`src/rtl/uart_pkg.sv`:
```
// Shared types and constants for the round-robin UART transmit arbiter.
package uart_pkg;

    localparam int CLKS_PER_BIT_DEF = 87;
    localparam int FRAME_BITS       = 10;

    typedef enum logic [1:0] {
        IDLE  = 2'd0,
        PULSE = 2'd1,
        WAIT  = 2'd2
    } state_t;

    // Frame window: start + 8 data + stop, plus idle guard bits.
    function automatic int frame_cycles(input int gap_bits, input int clks_per_bit);
        return (FRAME_BITS + gap_bits) * clks_per_bit;
    endfunction

endpackage

```
`src/rtl/uart_tx_arbiter_if.sv`:
```
// Requester handshake and transmitter-side signals of the UART transmit arbiter.
interface uart_tx_arbiter_if #(
    parameter int NUM_REQ = 4
);
    localparam int ID_W = (NUM_REQ > 1) ? $clog2(NUM_REQ) : 1;

    logic [NUM_REQ-1:0]   req_valid;
    logic [8*NUM_REQ-1:0] req_data;
    logic [NUM_REQ-1:0]   req_ready;
    logic                 tx_send;
    logic [7:0]           tx_byte;
    logic [ID_W-1:0]      grant_id;
    logic                 busy;
    logic                 done;

    modport master (
        output req_valid, req_data,
        input  req_ready, tx_send, tx_byte, grant_id, busy, done
    );

    modport slave (
        input  req_valid, req_data,
        output req_ready, tx_send, tx_byte, grant_id, busy, done
    );

endinterface

```
`src/rtl/uart_rr_pick.sv`:
```
// Combinational rotating-priority picker: first valid requester after the last grant.
module uart_rr_pick #(
    parameter int NUM_REQ = 4,
    parameter int ID_W    = 2
) (
    input  logic [NUM_REQ-1:0] i_req_valid,
    input  logic [ID_W-1:0]    i_last,
    output logic [ID_W-1:0]    o_winner,
    output logic               o_any
);

    logic [ID_W-1:0] w_cand [NUM_REQ];

    // w_cand[k] is the requester at priority position k (0 = highest).
    generate
        for (genvar gi = 0; gi < NUM_REQ; gi++) begin : g_cand
            assign w_cand[gi] = ID_W'((int'(i_last) + gi + 1) % NUM_REQ);
        end
    endgenerate

    always_comb begin
        o_winner = '0;
        o_any    = 1'b0;
        for (int k = NUM_REQ - 1; k >= 0; k--) begin
            if (i_req_valid[w_cand[k]]) begin
                o_winner = w_cand[k];
                o_any    = 1'b1;
            end
        end
    end

endmodule

```
`src/rtl/uart_tx_arbiter.sv`:
```
// Round-robin sharing of one uart_tx among several byte producers; the
// controller owns frame timing since the transmitter has no busy output.
module uart_tx_arbiter
    import uart_pkg::*;
#(
    parameter int NUM_REQ      = 4,
    parameter int CLKS_PER_BIT = CLKS_PER_BIT_DEF,
    parameter int GAP_BITS     = 1
) (
    input  logic            clk,
    input  logic            rst_n,
    uart_tx_arbiter_if.slave bus
);

    localparam int FRAME_CYCLES = frame_cycles(GAP_BITS, CLKS_PER_BIT);
    localparam int CNT_W        = $clog2(FRAME_CYCLES);
    localparam int ID_W         = (NUM_REQ > 1) ? $clog2(NUM_REQ) : 1;
    localparam logic [CNT_W-1:0] CNT_LOAD  = CNT_W'(FRAME_CYCLES - 1);
    localparam logic [ID_W-1:0]  LAST_INIT = ID_W'(NUM_REQ - 1);

    state_t          r_state;
    logic [CNT_W-1:0] r_cnt;
    logic [ID_W-1:0] r_last;
    logic            r_tx_send;
    logic [7:0]      r_tx_byte;
    logic [ID_W-1:0] r_grant_id;
    logic            r_done;

    logic [ID_W-1:0] w_winner;
    logic            w_any;
    logic            w_idle;

    uart_rr_pick #(
        .NUM_REQ (NUM_REQ),
        .ID_W    (ID_W)
    ) u_pick (
        .i_req_valid (bus.req_valid),
        .i_last      (r_last),
        .o_winner    (w_winner),
        .o_any       (w_any)
    );

    assign w_idle = (r_state == IDLE);

    generate
        for (genvar gi = 0; gi < NUM_REQ; gi++) begin : g_ready
            assign bus.req_ready[gi] = w_idle && w_any && (w_winner == ID_W'(gi));
        end
    endgenerate

    assign bus.busy     = !w_idle;
    assign bus.tx_send  = r_tx_send;
    assign bus.tx_byte  = r_tx_byte;
    assign bus.grant_id = r_grant_id;
    assign bus.done     = r_done;

    // Reset lands in WAIT so a frame still leaving the unreset transmitter is not overlapped.
    always_ff @(posedge clk or negedge rst_n) begin
        if (!rst_n) begin
            r_state    <= WAIT;
            r_cnt      <= CNT_LOAD;
            r_last     <= LAST_INIT;
            r_tx_send  <= 1'b0;
            r_tx_byte  <= 8'h00;
            r_grant_id <= '0;
            r_done     <= 1'b0;
        end else begin
            r_done <= 1'b0;
            case (r_state)
                IDLE: begin
                    if (w_any) begin
                        r_tx_byte  <= bus.req_data[int'(w_winner) * 8 +: 8];
                        r_grant_id <= w_winner;
                        r_last     <= w_winner;
                        r_tx_send  <= 1'b1;
                        r_state    <= PULSE;
                    end
                end
                PULSE: begin
                    r_tx_send <= 1'b0;
                    r_cnt     <= CNT_LOAD;
                    r_state   <= WAIT;
                end
                WAIT: begin
                    if (r_cnt != '0) begin
                        r_cnt <= r_cnt - 1'b1;
                    end else begin
                        r_done  <= 1'b1;
                        r_state <= IDLE;
                    end
                end
                default: r_state <= IDLE;
            endcase
        end
    end

endmodule

```
`src/flat_wrapper.sv`:
```
// flat-port wrapper written by rule: the top's interface ports become plain ports
module uart_tx_arbiter_flat import uart_pkg::*;
#(
    parameter int NUM_REQ      = 4,
    parameter int CLKS_PER_BIT = CLKS_PER_BIT_DEF,
    parameter int GAP_BITS     = 1
)
  (clk, rst_n, bus_req_valid, bus_req_data, bus_req_ready, bus_tx_send, bus_tx_byte, bus_grant_id, bus_busy, bus_done);
  uart_tx_arbiter_if #(.NUM_REQ(NUM_REQ)) bus_i ();
  input  logic clk;
  input  logic rst_n;
  input wire logic [$bits(bus_i.req_valid)-1:0] bus_req_valid;
  input wire logic [$bits(bus_i.req_data)-1:0] bus_req_data;
  output wire logic [$bits(bus_i.req_ready)-1:0] bus_req_ready;
  output wire logic [$bits(bus_i.tx_send)-1:0] bus_tx_send;
  output wire logic [$bits(bus_i.tx_byte)-1:0] bus_tx_byte;
  output wire logic [$bits(bus_i.grant_id)-1:0] bus_grant_id;
  output wire logic [$bits(bus_i.busy)-1:0] bus_busy;
  output wire logic [$bits(bus_i.done)-1:0] bus_done;
  assign bus_i.req_valid = bus_req_valid;
  assign bus_i.req_data = bus_req_data;
  assign bus_req_ready = bus_i.req_ready;
  assign bus_tx_send = bus_i.tx_send;
  assign bus_tx_byte = bus_i.tx_byte;
  assign bus_grant_id = bus_i.grant_id;
  assign bus_busy = bus_i.busy;
  assign bus_done = bus_i.done;
  uart_tx_arbiter #(.NUM_REQ(NUM_REQ), .CLKS_PER_BIT(CLKS_PER_BIT), .GAP_BITS(GAP_BITS)) u_core (.clk(clk), .rst_n(rst_n), .bus(bus_i));
endmodule
```
`config.mk`:
```
export PLATFORM = sky130hd
export DESIGN_NAME = uart_tx_arbiter_flat
export DESIGN_NICKNAME = d
export VERILOG_FILES = /design/src/rtl/uart_pkg.sv /design/src/rtl/uart_tx_arbiter_if.sv /design/src/rtl/uart_rr_pick.sv /design/src/rtl/uart_tx_arbiter.sv /design/src/flat_wrapper.sv
export SDC_FILE = /design/constraint.sdc
export NUM_CORES = 1
export LEC_CHECK = 0
export CAP_MARGIN = 10
export CELL_PAD_IN_SITES_DETAIL_PLACEMENT = 0
export CELL_PAD_IN_SITES_GLOBAL_PLACEMENT = 1
export CORE_MARGIN = 10
export CORE_UTILIZATION = 36
export CTS_CLUSTER_SIZE = 20
export DETAILED_ROUTE_END_ITERATION = 7
export PLACE_DENSITY = 0.84
export SLEW_MARGIN = 15
export SYNTH_ARGS = -nofsm -noshare
export SYNTH_HDL_FRONTEND = slang
export SYNTH_SLANG_ARGS = --single-unit
```
`constraint.sdc`:
```
create_clock -name clk -period 5.9 [get_ports clk]
set_clock_uncertainty 0.05 [all_clocks]
set_input_delay 1.18 -clock clk [delete_from_list [all_inputs] [get_ports clk]]
set_output_delay 1.18 -clock clk [all_outputs]
set_load 0.005 [all_outputs]
```
[Yosys cells after proc, flatten, opt, wreduce, memory -nomap -nowiden]
Index checks and enable logic that the tools add are counted.
Word-level totals
  bits in latches: 0
  bits in registers: 26
  memories: 0
  word-level logic and storage cells: 67
  input bits: 38
  bits in writable memories: 0
  ROM bits: 0
Operators by class
  magnitude comparators: 4
  eq/ne operators: 8
  shift-type cells: 1
  div/mod/pow operators: 0
  multiply operators: 0
  $add $sub $neg: 7
  muxes and demuxes: 25
  bitwise gates (word level): 0
  reductions and logical operators: 15
Operators with widths (count)
  $shiftx A32 B6 Y8: 1
  $pmux W10 S2: 1
  $lt A2 B3 Y1 const B: 4
  $mux W2: 6
  $mux W1: 11
  $mux W10: 1
  $reduce_bool A10 Y1: 1
  $sub A10 B1 Y10 const B: 1
  $add A2 B1 Y2 const B: 4
  $bmux W1 S2: 4
  $reduce_and A2 Y1: 4
  $eq A2 B2 Y1 const B: 3
  $pmux W2 S3: 1
  $logic_and A1 B1 Y1: 5
  $add A2 B2 Y2 const B: 2
  $eq A2 B1 Y1 const B: 2
  $logic_not A2 Y1: 2
  $ne A2 B1 Y1 const B: 2
  $reduce_bool A2 Y1: 2
  $ne A2 B2 Y1 const B: 1
  $pmux W1 S2: 1
  $logic_not A1 Y1: 1

[Depth between registers and ports, before layout]
  word-level depth: 10
  mapped depth: 8
  mapped depth without buffers: 7

[Hierarchy]
Synthesis repeated with hierarchy kept, for this count alone.
Second synthesis, totals
  cells, all modules: 152
  area, all modules: 1481.4 um2
Modules (own cells, without submodules)
  uart_tx_arbiter: area an instance 1397.6 um2, times used 1, cells each 138
  uart_rr_pick: area an instance 83.8 um2, times used 1, cells each 14

[Least setup slack after synthesis]
No wires, ideal clock.
  path type: input -> output
  from: in bus_req_valid[3]
  to: out bus_req_ready[3]
  required time: 4.670 ns
  arrival: 2.184 ns
  path buffers: 2
  stages: 6
  path slack: 2.486 ns
  cells stage by stage: nand2_1 -> a311o_1 -> buf_2 -> buf_6 -> or2_1 -> nor2_1
Between the ends
  longest elaborated chain between the ends: 8
  elaborated cells between the ends (all ways): 19
  those cells by class: 1 x eq/ne; 16 x mux; 2 x reduce/logical
Ends and longest elaborated chain
  start: declaration: line flat_wrapper.sv:12  | input wire logic [$bits(bus_i.req_valid)-1:0] bus_req_valid;
  $bmux W1 S2: line uart_rr_pick.sv:25  | if (i_req_valid[w_cand[k]]) begin
  $mux W1 (not written as such): line uart_rr_pick.sv:25
  $mux W2 / $mux W1 (equally long branches) (4 in series): line uart_rr_pick.sv:25
  $eq A2 B2 Y1 / $logic_and A1 B1 Y1 (equally long branches): line uart_tx_arbiter.sv:47  | assign bus.req_ready[gi] = w_idle && w_any && (w_winner == ID_W'(gi));
  $logic_and A1 B1 Y1 (*): line uart_tx_arbiter.sv:47
  end: declaration: line flat_wrapper.sv:14  | output wire logic [$bits(bus_i.req_ready)-1:0] bus_req_ready;
Mark *: on every way between the ends. The rest lies on a longest branch, timed or not. The select of a mux whose other input is x is not followed.

[Worst setup path after layout]
  from: in bus_req_valid[3]
  to: out bus_req_ready[0]
Between the ends
  longest elaborated chain between the ends: 8
  elaborated cells between the ends (all ways): 19
  those cells by class: 16 x mux; 3 x reduce/logical
Ends and longest elaborated chain (line)
  $bmux W1 S2: uart_rr_pick.sv:25
  $mux W1 (not written as such): uart_rr_pick.sv:25
  $mux W2 / $mux W1 (equally long branches) (4 in series): uart_rr_pick.sv:25
  $logic_not A2 Y1 / $logic_and A1 B1 Y1 (equally long branches): uart_tx_arbiter.sv:47
  $logic_and A1 B1 Y1 (*): uart_tx_arbiter.sv:47
Marked as above.

==> results.sh <==
export IMPL_status="finished clean"
export IMPL_die_w_microns=86.52
export IMPL_rsz0062_at_grt="no"
export IMPL_insertion_delay_ns=0.26
export IMPL_yosys_area_top_type="dfrtp_1"
export IMPL_reg2regPathDepth=6
export IMPL_finalCriticalPeriod_ns=4.707
export IMPL_post_cts_resized=0
export IMPL_core_sq_um=4324
export IMPL_track_usage_pct=10.90
export IMPL_crit_top_cell="clkdlybuf4s50_1"
export IMPL_placed_area_sq_um=2178
export IMPL_first_pass_iters=4
export IMPL_cpMaxStageDelayCell="clkdlybuf4s50_1"
export IMPL_grt_pass1_vias=1396
export IMPL_routedWlPerCell_microns=14.79
export IMPL_cts_max_level=1
export IMPL_hp_class="register to register"
export IMPL_nets=259
export IMPL_grt_max_degree=27
export IMPL_synth_async_reset_ratio_pct=100.0
export IMPL_clk_path_buf_depth=2
export IMPL_fin_crit_sh_pct=79.79
export IMPL_critPathKind="input pin to output port"
export IMPL_synth_seq_cells=26
export IMPL_syn_avg_cell_area_sq_um=9.595
export IMPL_synth_area_top_cells="dfrtp_1 25%, dfstp_2 16%, mux2i_1 11%"
export IMPL_fill_cells=400
export IMPL_timing_slew_headroom_pct=46.10
export IMPL_multi_input_area_sq_um=864.6
export IMPL_hold_viol=0
export IMPL_port_buffers=54
export IMPL_worstPathRequired_ns=4.67
export IMPL_cts_tree="built"
export IMPL_fin_util_pct=51.65
export IMPL_critical_path_max_stage_delay_ns=0.56
export IMPL_max_freq_ghz=0.2124
export IMPL_rr_endpoint="u_core.bus.tx_byte[2]"
export IMPL_synth_edf_count=0
export IMPL_die_y_microns=86.52
export IMPL_hpwl_mm=3.093
export IMPL_netlist_area_leader_share_pct=25.14
export IMPL_drt_iter0_drc=50
export IMPL_row_count=24
export IMPL_ys_flop_type="dfrtp_1"
export IMPL_finalSetupTns_ns=0
export IMPL_clk_pin_slew_ns=0.08
export IMPL_combPwrFrac_pct=52.5
export IMPL_antenna_cells=0
export IMPL_p_per_area_nw_per_um2=402.9
export IMPL_drc=0
export IMPL_crit_start="bus_req_valid[3]"
export IMPL_maxCapViolations=0
export IMPL_syn_area_sq_um=1593
export IMPL_p_clk_share_pct=12.5
export IMPL_layout_drive_gt1_share_pct=13.24
export IMPL_netlist_instances=166
export IMPL_root_buffer="clkbuf_8"
export IMPL_vias_per_cell=4.967
export IMPL_start_util_pct=36.83
export IMPL_sw_frac_of_total_pct=38.06
export IMPL_cp_end_kind="output port"
export IMPL_yosysWarnings=0
export IMPL_worstSetupStartpointType="input pin"
export IMPL_hold_buffers=0
export IMPL_area_delta_synth_final_pct=40.22
export IMPL_intPower_w=0.0005573
export IMPL_via_count=1346
export IMPL_antenna_found_initial=0
export IMPL_grt_overflow=0
export IMPL_leakage_nw=0.8935
export IMPL_setup_viol=0
export IMPL_ir_drop_v=0.0001542
export IMPL_drt_total_wl_mm=4.007
export IMPL_cts_buffers=3
export IMPL_critPathArrivalTime_ns=3.48
export IMPL_cts_setup_buffers=0
export IMPL_yosys_cell_types_count=39
export IMPL_fin_area_sq_um=2233
export IMPL_drv_slew=0
export IMPL_routabilityCongestion=0.7156
export IMPL_ant_nets=0
export IMPL_p_sw_w=0.0003425
export IMPL_synth_nets=205
export IMPL_yosysSeqAreaShare_pct=41.63
export IMPL_tightest_slew_ns=0.8031
export IMPL_endpoint="bus_req_ready[0]"
export IMPL_die_area_sq_um=7485
export IMPL_ff2ff_setup_slack_ns=3.56
export IMPL_clock_sinks=26
export IMPL_seqPwrFrac_pct=34.9
export IMPL_timing_rr_start="u_core.r_last[1]"
export IMPL_regArea_sq_um=663.1
export IMPL_path_cells="clkdlybuf4s50_1 -> nor2_1 -> a31o_2 -> inv_2 -> o21ai_1 -> a211oi_1 -> clkdlybuf4s50_1"
export IMPL_pin_count=55
export IMPL_grt_pass1_wl_mm=6.713
export IMPL_crit_fanout=12
-- sequential cells by signal, summed over array words and instances, names as in the netlist --
| signal | flops |
|---|---|
| u_core.bus.done | 1 |
| u_core.bus.grant_id | 2 |
| u_core.bus.tx_byte | 8 |
| u_core.bus.tx_send | 1 |
| u_core.r_cnt | 10 |
| u_core.r_last | 2 |
| u_core.r_state | 2 |
-- per-stage QoR --
stage / hold WS (ns) / setup slack (ns) / std cells / power (W)
CTS: 0.4555 / 1.167 / 271 / 0.0009164
global route: 0.4745 / 1.114 / 271 / 0.0009742
global placement: 0.4176 / 1.161 / 267 / 0.0007953
floorplan: 0.4207 / 2.486 / 166 / 0.0006065
detailed placement: 0.4354 / 1.205 / 267 / 0.0007981
finish: 0.4469 / 1.193 / 271 / 0.0008997
-- area by class of cell --
cell class,instances,area share [%]
Timing Repair Buffer,57,25.21
Inverter,6,1.008
Multi-Input combinational cell,126,38.71
Clock buffer,4,2.465
Tap cell,52,2.913
Sequential cell,26,29.69
-- how the worst min path moves through the flow --
stage	cells after the start	endpoint	startpoint
5_1_grt	2	u_core.bus.tx_byte[2]	u_core.bus.tx_byte[2]
3_3_place_gp	2	u_core.bus.tx_send	u_core.bus.tx_send
4_1_cts	2	u_core.bus.tx_byte[7]	u_core.bus.tx_byte[7]
2_1_floorplan	2	u_core.bus.grant_id[1]	u_core.bus.grant_id[1]
6_report	2	u_core.bus.tx_byte[7]	u_core.bus.tx_byte[7]
3_5_place_dp	2	u_core.bus.tx_byte[7]	u_core.bus.tx_byte[7]
-- logic make-up (layout without fill, tap and decap cells) --
group | after synthesis | after routing | share of synthesized area (%)
AOI/OAI and AO/OA | 28 | 28 | 12.96
xor gates and xnor gates | 5 | 5 | 2.749
adders and majority gates | 1 | 1 | 0.7854
buffers and inverters | 14 | 67 | 4.321
DFF | 26 | 26 | 41.63
muxes | 17 | 17 | 10.68
and+or+nand+nor | 75 | 75 | 26.87
-- critical path, delay by kind of cell --
family	cells	cell delay, ns
AND/OR/NAND/NOR	1	0.10
buffers and inverters	3	1.23
AO/OA/AOI/OAI	3	0.96
-- per-layer routing --
| metal | GRT usage, % | up-vias | wire length (microns) |
|---|---|---|---|
| met1 | 12.62 | 611 | 1774 |
| met3 | 5.722 | 2 | 424 |
| met5 | 0 | - | 0 |
| li1 | - | 693 | - |
| met2 | 17.11 | 40 | 1789 |
| met4 | 3.093 | 0 | 19 |
-- cells in the final DEF (no fill, tap or decap), drive strengths merged, types with 4 or more instances in the layout --
cell            n
a21oi           5
nand3           7
nand2b          4
nand2          23
inv             6
mux2i          17
xor2            5
o21ai           7
clkdlybuf4s50  54
dfstp          10
nor2           11
nor3b          18
o211ai          8
dfrtp          16
clkbuf          4
-- power by group through the flow --
stage               Combinational [W]  Clock (W)  Sequential, W
global placement             0.000480          0       0.000315
finish                       0.000473   0.000113       0.000314
CTS                          0.000483   0.000118       0.000315
detailed placement           0.000480          0       0.000318
floorplan                    0.000301          0       0.000306
global route                 0.000525   0.000126       0.000324
-- synth_stat cells, types with 4 or more instances --
cell type	instances
nor2_1	11
nor3b_1	18
inv_1	5
dfrtp_1	16
o21ai_1	5
o211ai_1	8
mux2i_1	17
dfstp_2	10
nand3_1	5
nand2_1	23
xor2_1	5
a21oi_1	5
buf_2	4
No activity file was read; power rests on OpenSTA's default activity.
